**src/rtl/branch_resolve_ctrl.sv**
```systemverilog
// In-order conditional-branch tracker: matches fetch-time predictions against committed
// outcomes, drives the BHT update port and requests a flush on mispredict. Optional: BR_STATS_EN.
module branch_resolve_ctrl #(
   parameter int DEPTH  = 16,
   parameter int ADDR_W = 32
) (
   input  logic              clk,
   input  logic              rst,
   input  logic              rdy,
   input  logic              push_valid,
   input  logic [ADDR_W-1:0] push_pc,
   input  logic              push_pred_taken,
   output logic              full,
   input  logic              commit_valid,
   input  logic              commit_taken,
   input  logic [ADDR_W-1:0] commit_target,
   input  logic              clear,
   output logic              upd_valid,
   output logic [ADDR_W-1:0] upd_pc,
   output logic              upd_taken,
   output logic              mispredict,
   output logic [ADDR_W-1:0] redirect_pc
`ifdef BR_STATS_EN
   ,
   output logic [31:0]       stat_commits,
   output logic [31:0]       stat_mispredicts
`endif
);

   localparam int PTR_W = $clog2(DEPTH);
   localparam int CNT_W = PTR_W + 1;

   typedef enum logic {RUN, FLUSH} state_t;

   state_t             state;
   logic [ADDR_W-1:0]  pc_mem [DEPTH];
   logic [DEPTH-1:0]   pred_mem;
   logic [PTR_W-1:0]   head;
   logic [PTR_W-1:0]   tail;
   logic [CNT_W-1:0]   count;

   logic              push_ok;
   logic              commit_ok;
   logic              wrong;
   logic              wr_en;
   logic [ADDR_W-1:0] head_pc;
   logic              head_pred;

   assign full      = (count == CNT_W'(DEPTH)) || (state == FLUSH);
   assign head_pc   = pc_mem[head];
   assign head_pred = pred_mem[head];
   assign push_ok   = push_valid && !full;
   assign commit_ok = commit_valid && (count != '0) && (state == RUN);
   assign wrong     = commit_ok && (head_pred != commit_taken);
   assign wr_en     = rdy && push_ok && !wrong && !clear;

   // Entry payload carries no reset; validity is tracked by head/tail/count alone.
   always_ff @(posedge clk) begin
      if (wr_en) begin
         pc_mem[tail]   <= push_pc;
         pred_mem[tail] <= push_pred_taken;
      end
   end

   always_ff @(posedge clk or negedge rst) begin
      if (!rst) begin
         state       <= RUN;
         head        <= '0;
         tail        <= '0;
         count       <= '0;
         upd_valid   <= 1'b0;
         upd_pc      <= '0;
         upd_taken   <= 1'b0;
         mispredict  <= 1'b0;
         redirect_pc <= '0;
      end else if (!rdy) begin
         upd_valid  <= 1'b0;
         mispredict <= 1'b0;
      end else begin
         upd_valid  <= commit_ok;
         mispredict <= wrong && !clear;
         if (commit_ok) begin
            upd_pc    <= head_pc;
            upd_taken <= commit_taken;
         end
         // An external clear owns the redirect, so our own flush request is withheld.
         if (wrong && !clear) begin
            redirect_pc <= commit_taken ? commit_target : head_pc + ADDR_W'(4);
         end
         if (clear || wrong) begin
            head  <= '0;
            tail  <= '0;
            count <= '0;
            state <= FLUSH;
         end else begin
            state <= RUN;
            if (push_ok)   tail <= tail + PTR_W'(1);
            if (commit_ok) head <= head + PTR_W'(1);
            count <= count + CNT_W'(push_ok) - CNT_W'(commit_ok);
         end
      end
   end

`ifdef BR_STATS_EN
   always_ff @(posedge clk or negedge rst) begin
      if (!rst) begin
         stat_commits     <= '0;
         stat_mispredicts <= '0;
      end else if (rdy) begin
         if (commit_ok)       stat_commits     <= stat_commits + 32'd1;
         if (wrong && !clear) stat_mispredicts <= stat_mispredicts + 32'd1;
      end
   end
`endif

endmodule

```
**config.mk**
```make
export PLATFORM = sky130hd
export DESIGN_NAME = branch_resolve_ctrl
export DESIGN_NICKNAME = d
export VERILOG_FILES = /design/src/rtl/branch_resolve_ctrl.sv
export SDC_FILE = /design/constraint.sdc
export NUM_CORES = 1
export LEC_CHECK = 0
export CORE_AREA = 4 4 209 211
export DETAILED_ROUTE_END_ITERATION = 16
export DIE_AREA = 0 0 213 215
export GPL_ROUTABILITY_DRIVEN = 0
export GPL_TIMING_DRIVEN = 0
export PLACE_DENSITY_LB_ADDON = 0.05
export SETUP_SLACK_MARGIN = 0.4
export SYNTH_ARGS = -nofsm -noshare
export SYNTH_HDL_FRONTEND = slang
export SYNTH_SLANG_ARGS = --single-unit
```
**constraint.sdc**
```tcl
create_clock -name clk -period 5.9 [get_ports clk]
set_clock_uncertainty 0.2 [all_clocks]
set_input_delay 0.885 -clock clk [delete_from_list [all_inputs] [get_ports clk]]
set_output_delay 0.885 -clock clk [all_outputs]
set_load 0.01 [all_outputs]
```
# Word level (Yosys, flattened, before mapping)

Memory sizes are Yosys's and may differ from the RTL's.
Index checks and enable logic that the tools add are counted.
W data, S select, Z words.

$add $sub $neg: 5
Order comparisons: 3
Equality and inequality tests: 2
Muxes and demuxes: 16
Bitwise logic cells: 1
Reductions and logical operators: 21

Operator list:

| operator                | number |
|---|---|
| $add A32 B3 Y32 const B | 1 |
| $mux W32                | 1 |
| $bwmux W16              | 1 |
| $mux W4                 | 4 |
| $lt A4 B5 Y1 const B    | 2 |
| $logic_and A1 B1 Y1     | 9 |
| $add A4 B1 Y4 const B   | 2 |
| $reduce_and A2 Y1       | 4 |
| $mux W1                 | 7 |
| $add A5 B1 Y5           | 1 |
| $eq A5 B5 Y1 const B    | 1 |
| $mux W5                 | 1 |
| $reduce_bool A5 Y1      | 1 |
| $sub A5 B1 Y5           | 1 |
| $bmux W1 S4             | 1 |
| $demux W1 S4            | 1 |
| $ge A4 B1 Y1 const B    | 1 |
| $reduce_bool A2 Y1      | 2 |
| $logic_not A1 Y1        | 3 |
| $logic_or A1 B1 Y1      | 2 |
| $ne A1 B1 Y1            | 1 |
| $not A1 Y1              | 1 |

Flip-flop bits (word level): 97
Memory bits (writable): 512
Bits of input ports: 72
Output and inout bits: 68
Logic and storage cells: 59
Memories kept: 1

Memories:

| name   | words | bits a word | read ports | clocked after memory_dff | write ports | RTL line | source |
|---|---|---|---|---|---|---|---|
| pc_mem | 16    | 32          | 1          | 0                        | 1           | 36       | `logic [ADDR_W-1:0] pc_mem [DEPTH];` |

# Logic depth before layout (Yosys ltp)

Word-level depth: 9
Depth in mapped cells: 18
Depth with buffers taken out: 18

# Worst setup path after synthesis

No wires, ideal clock.

Path type: flip-flop to flip-flop
From: reg head[0]
To: mem pc_mem[7][0], enable pin
Setup time: 464 ps
Arrival time: 4597 ps
Required time: 5236 ps
Path slack: 639 ps
Cell stages (with the launch flop): 10
Buffers on the path: 2
Period minus slack after synthesis: 5261 ps
Cell sequence: dfrtp_1 buf_6 buf_8 mux4_1 mux4_2 xnor2_1 o21bai_1 nor2_1 nand2_1 nor3_1

Longest elaborated chain between the ends: 9

Ends and longest elaborated chain:

| element                           | RTL line | source |
|---|---|---|
| start: declaration                | 38       | `logic [PTR_W-1:0] head;` |
| start signal: assignment          | 98       | `if (commit_ok) head <= head + PTR_W'(1);` |
| $bmux W1 S4                       | 51       | `assign head_pred = pred_mem[head];` |
| $mux W1 (implied by the code)     | 51       |  |
| $ne A1 B1 Y1                      | 54       | `assign wrong = commit_ok && (head_pred != commit_taken);` |
| $logic_and A1 B1 Y1               | 54       |  |
| $logic_not A1 Y1                  | 55       | `assign wr_en = rdy && push_ok && !wrong && !clear;` |
| $logic_and A1 B1 Y1 (2 in series) | 55       |  |
| $mux W1                           | 59       | `if (wr_en) begin` |
| $mux W1 (implied by the code)     | 60       | `pc_mem[tail] <= push_pc;` |
| end: declaration                  | 36       |  |

No other way between the ends. The select of a mux whose other input is x is not followed.

# Worst setup path in the final report

From: reg head[2]
To: reg redirect_pc[27]

Longest elaborated chain between the ends: 6
Elaborated cells between the ends (all ways): 9
Classes of those cells: 1 x add/sub; 1 x eq/ne; 3 x mux; 3 x reduce/logical; 1 x memory

Ends and longest elaborated chain:

| element                                                                 | RTL line | source |
|---|---|---|
| parallel branches: the longest is 6 deep, another holds $mem_v2 Z16 W32 | -        |  |
| end signal: assignment                                                  | 88       | `redirect_pc <= commit_taken ? commit_target : head_pc + ADDR_W'(4);` |
| end: declaration                                                        | 22       | `output logic [ADDR_W-1:0] redirect_pc` |

Several ways; the timed one is not identified. The select of a mux whose other input is x is not followed.
A chain may end at the register's enable or synchronous reset.

==> results.md <==
* Status: completed
* Worst-path maximum fanout at 10
* Adder and majority cell fraction of the synthesized area at 0.00644
* Post-CTS clock slew at the launch and capture registers of the worst setup and hold paths at 60 ps
* Unrepaired setup endpoints after global routing: false
* Worst VDD drop at 0.273 mV
* Synth Flop Type: sky130_fd_sc_hd__edfxtp_1
* Share of total power in sequential cells at 0.454
* Synthesized area divided by synthesized cell count at 17.7 µm²
* Leakage power at 9.68 nW
* Type of destination of the critical path: flop
* Number of distinct library cells after synthesis at 59
* Worst slew pin tran at 1030 ps
* Largest family of logic cells by synthesized area: multiplexers
* Dominant cells by area after synthesis: sky130_fd_sc_hd__edfxtp_1 65%, sky130_fd_sc_hd__dfrtp_1 8.3%, sky130_fd_sc_hd__mux4_2 6.5%
* CTS Root Cell: sky130_fd_sc_hd__clkbuf_16
* Total number of vias at 14,000
* Comb power frac at 0.185
* Final critical-path share of the clock period at 0.858
* Overall fraction of global-route tracks in use at 0.274
* Max Root-Sink Buffers at 3
* Maximum number of pins on one net before global-route repair at 51
* Tot Pwr at 11.3 mW
* Maximum level of the CTS H-tree at 2
* Gr ovfl total at 0
* Placed wire-length estimate at 41.9 mm
* Die Area at 45,800 µm²
* Min-Delay Path Class: input pin to async pin
* Final antenna-violating net count at 0
* Width of the die at 213 µm
* Final max-slew violation count at 0
* Netlist area before placement at 24,500 µm²
* Total wirelength of the detailed-routed design at 62.6 mm
* Final worst path period need at 5060 ps
* Post-layout util at 0.700
* Cells after Synth at 1,383
* Critical path startpoint: head[2]
* Internal power summed over all cells at 8.48 mW
* CTS-repair resized insts at 0
* Clock tree from TritonCTS: done
* Type of element launching the critical path: flop
* F_max at 198 MHz
* Number of iterations in the first detailed-routing pass at 5
* Fraction of the mapped netlist area in simple logic gates at 0.0382
* Share of post-route cells with drive strength above 1 at 0.170
* Switching Power at 2.85 mW
* EDFF count, synth at 528
* Average via count per standard cell at 6.38
* Share of the synthesized area in the top cell type at 0.648
* CTS Buf Count at 59
* Quantity of I/O buffers inserted on ports at 138
* Number of antenna violations at the first check in global routing at 1
* 1st-iter DRT viols at 1,529
* Hold violation total from the final report at 0
* Worst Path Arrival at 5410 ps
* Initial cell density of the core at 0.586
* Average wire per standard cell at 28.4 µm
* Number of max-cap violations at 0
* Tightest slew margin relative to the limit at 0.314
* Power per standard cell area at 388 nW/µm²
* Complex-gate fraction of the synthesized area at 0.0629
* Hold Buf Count CTS at 0
* Sequential area share after synthesis at 0.731
* Number of synthesized register bits at 609
* Number of remaining DRC errors at 0
* Setup violators final at 0
* Height of the die at 215 µm
* Clock Sinks at 609
* Proportion of synthesized flip-flops having asynchronous set or reset at 0.133
* Number of global-route vias before repair at 13,900
* Floorplan row count at 75
* Clock insertion delay at the later pin of the skew report at 620 ps
* Core outline area at 41,800 µm²
* Classification of the worst setup path: flop to flop
* Crit Reg-Reg Startpoint: head[2]
* Worst EP required at 6250 ps
* Multiplexer area fraction after synthesis at 0.133
* Ys Warns at 0
* Post-CTS setup buffer count at 0
* Library cell occupying the most area in the post-synthesis netlist: sky130_fd_sc_hd__edfxtp_1
* Post-synthesis net count at 1,467
* Net count of the finished layout at 1,696
* Number of placed I/O pins at 140
* Proportion of power drawn by the clock network at 0.361
* First-pass GRT wire length at 91.3 mm
* Synth-to-layout area growth at 19.4%
* Post-synthesis share of cell area spent on xor and xnor gates at 0.00859
* Switching part of the total power at 0.251
==> cell families after synthesis <==
family	Yosys count
AOI/OAI and AO/OA	225
xor gates and xnor gates	24
adders and majority gates	12
buffers and inverters	97
DFF	609
muxes	227
and+or+nand+nor	189
==> per-layer routing <==
metal / part of all wire / track usage / vias to the layer above
met4: 0.031 / 0.0863 / 2
met5: 0.00016 / 0 / -
met2: 0.47 / 0.419 / 674
met1: 0.41 / 0.410 / 7175
li1: - / - / 6068
met3: 0.087 / 0.0478 / 122
==> final cells by class <==
type | count | area, µm²
diodes | 1 | 2.50
plain buffers | 75 | 404
clock buffers | 76 | 1630
clock inverters | 35 | 510
fillers | 2689 | 12500
inverters | 22 | 82.6
multi-input cells | 677 | 6170
flip-flops and latches | 609 | 17900
well taps | 539 | 674
repair buffers | 168 | 1860
==> cells in the final DEF (no fill, tap or decap), types with 10 or more instances in the layout <==
master                            count
sky130_fd_sc_hd__nor2_1              23
sky130_fd_sc_hd__clkinv_2            11
sky130_fd_sc_hd__mux4_2              71
sky130_fd_sc_hd__xnor2_1             18
sky130_fd_sc_hd__buf_6               15
sky130_fd_sc_hd__o22ai_1             11
sky130_fd_sc_hd__nor3_1              10
sky130_fd_sc_hd__ha_1                11
sky130_fd_sc_hd__and3_1              14
sky130_fd_sc_hd__a22oi_1             30
sky130_fd_sc_hd__clkbuf_16           60
sky130_fd_sc_hd__a221oi_1            61
sky130_fd_sc_hd__o21ai_0             57
sky130_fd_sc_hd__mux2_2              31
sky130_fd_sc_hd__nand2_1             69
sky130_fd_sc_hd__edfxtp_1           528
sky130_fd_sc_hd__clkdlybuf4s50_1    137
sky130_fd_sc_hd__buf_12              12
sky130_fd_sc_hd__nand3_1             17
sky130_fd_sc_hd__a21oi_1             36
sky130_fd_sc_hd__buf_4               12
sky130_fd_sc_hd__buf_2               12
sky130_fd_sc_hd__mux2i_1            121
sky130_fd_sc_hd__clkbuf_1            49
sky130_fd_sc_hd__inv_1               21
sky130_fd_sc_hd__dfrtp_1             81
sky130_fd_sc_hd__bufinv_16           12
==> worst max-delay path, stage by stage (launching register included) <==
cell	delay (ps)
sky130_fd_sc_hd__dfrtp_1	320
sky130_fd_sc_hd__clkbuf_1	440
sky130_fd_sc_hd__and2_0	410
sky130_fd_sc_hd__clkbuf_1	570
sky130_fd_sc_hd__clkbuf_1	530
sky130_fd_sc_hd__buf_1	640
sky130_fd_sc_hd__a221oi_1	240
sky130_fd_sc_hd__a22oi_1	230
sky130_fd_sc_hd__nand2_1	220
sky130_fd_sc_hd__nand4_1	260
sky130_fd_sc_hd__nor3_1	180
sky130_fd_sc_hd__or4b_2	670
sky130_fd_sc_hd__nand3_1	80
==> flip-flops by register name, indices dropped and copies added (netlist names) <==
register / count
pc_mem: 512
redirect_pc: 32
upd_pc: 32
pred_mem: 16
count: 5
head: 4
tail: 4
mispredict: 1
state: 1
upd_taken: 1
upd_valid: 1
==> final timing paths <==
check	depth (start not counted)	slack, ps	endpoint
max reg2reg	12	840	redirect_pc[27]
max in group asynchronous	2	4860	upd_pc[29]
min	1	10	redirect_pc[7]
min reg2reg	2	280	redirect_pc[2]
min in group clk	2	280	redirect_pc[2]
max	12	840	redirect_pc[27]
==> per-stage QoR <==
stage                     instances  TNS, ps  setup WS [ps]  hold WS (ps)  cell area, µm²
after floorplan                1383        0            639           307           24500
after global placement         2060  -433880          -2640           252           26500
after detailed placement       2090        0            736           263           27100
after CTS                      2201        0            870          4.27           29200
after global routing           2201        0            552          26.7           29200
final                          2202        0            838          12.1           29200
==> cell usage after synthesis (all sizes together), types with 3 or more instances <==
cell type and number:
a31oi 4, o21a 4, mux2 31, a221oi 61, a222oi 5, nor3b 4, a21oi 36, a22o 5
dfrtp 81, o22ai 11, nor2b 4, nand3 17, xnor2 18, xor2 6, nor4 5, clkbuf 40
buf 35, mux4 75, nor3 14, nor2 27, ha 11, and3 14, inv 22, o21ai 57
nand2 69, a22oi 30, edfxtp 528, and2 12, a21o 3, nand4 9, mux2i 121
==> power by group through the flow <==
| stage | clock network [mW] | logic [mW] | registers (mW) |
|---|---|---|---|
| after floorplan | 0 | 1.09 | 5.25 |
| after global placement | 0 | 2.06 | 5.22 |
| after detailed placement | 0 | 2.10 | 5.23 |
| after CTS | 4.13 | 2.11 | 5.14 |
| after global routing | 4.33 | 2.24 | 5.16 |
| final | 4.09 | 2.10 | 5.14 |
(Power assumes the default switching activity.)
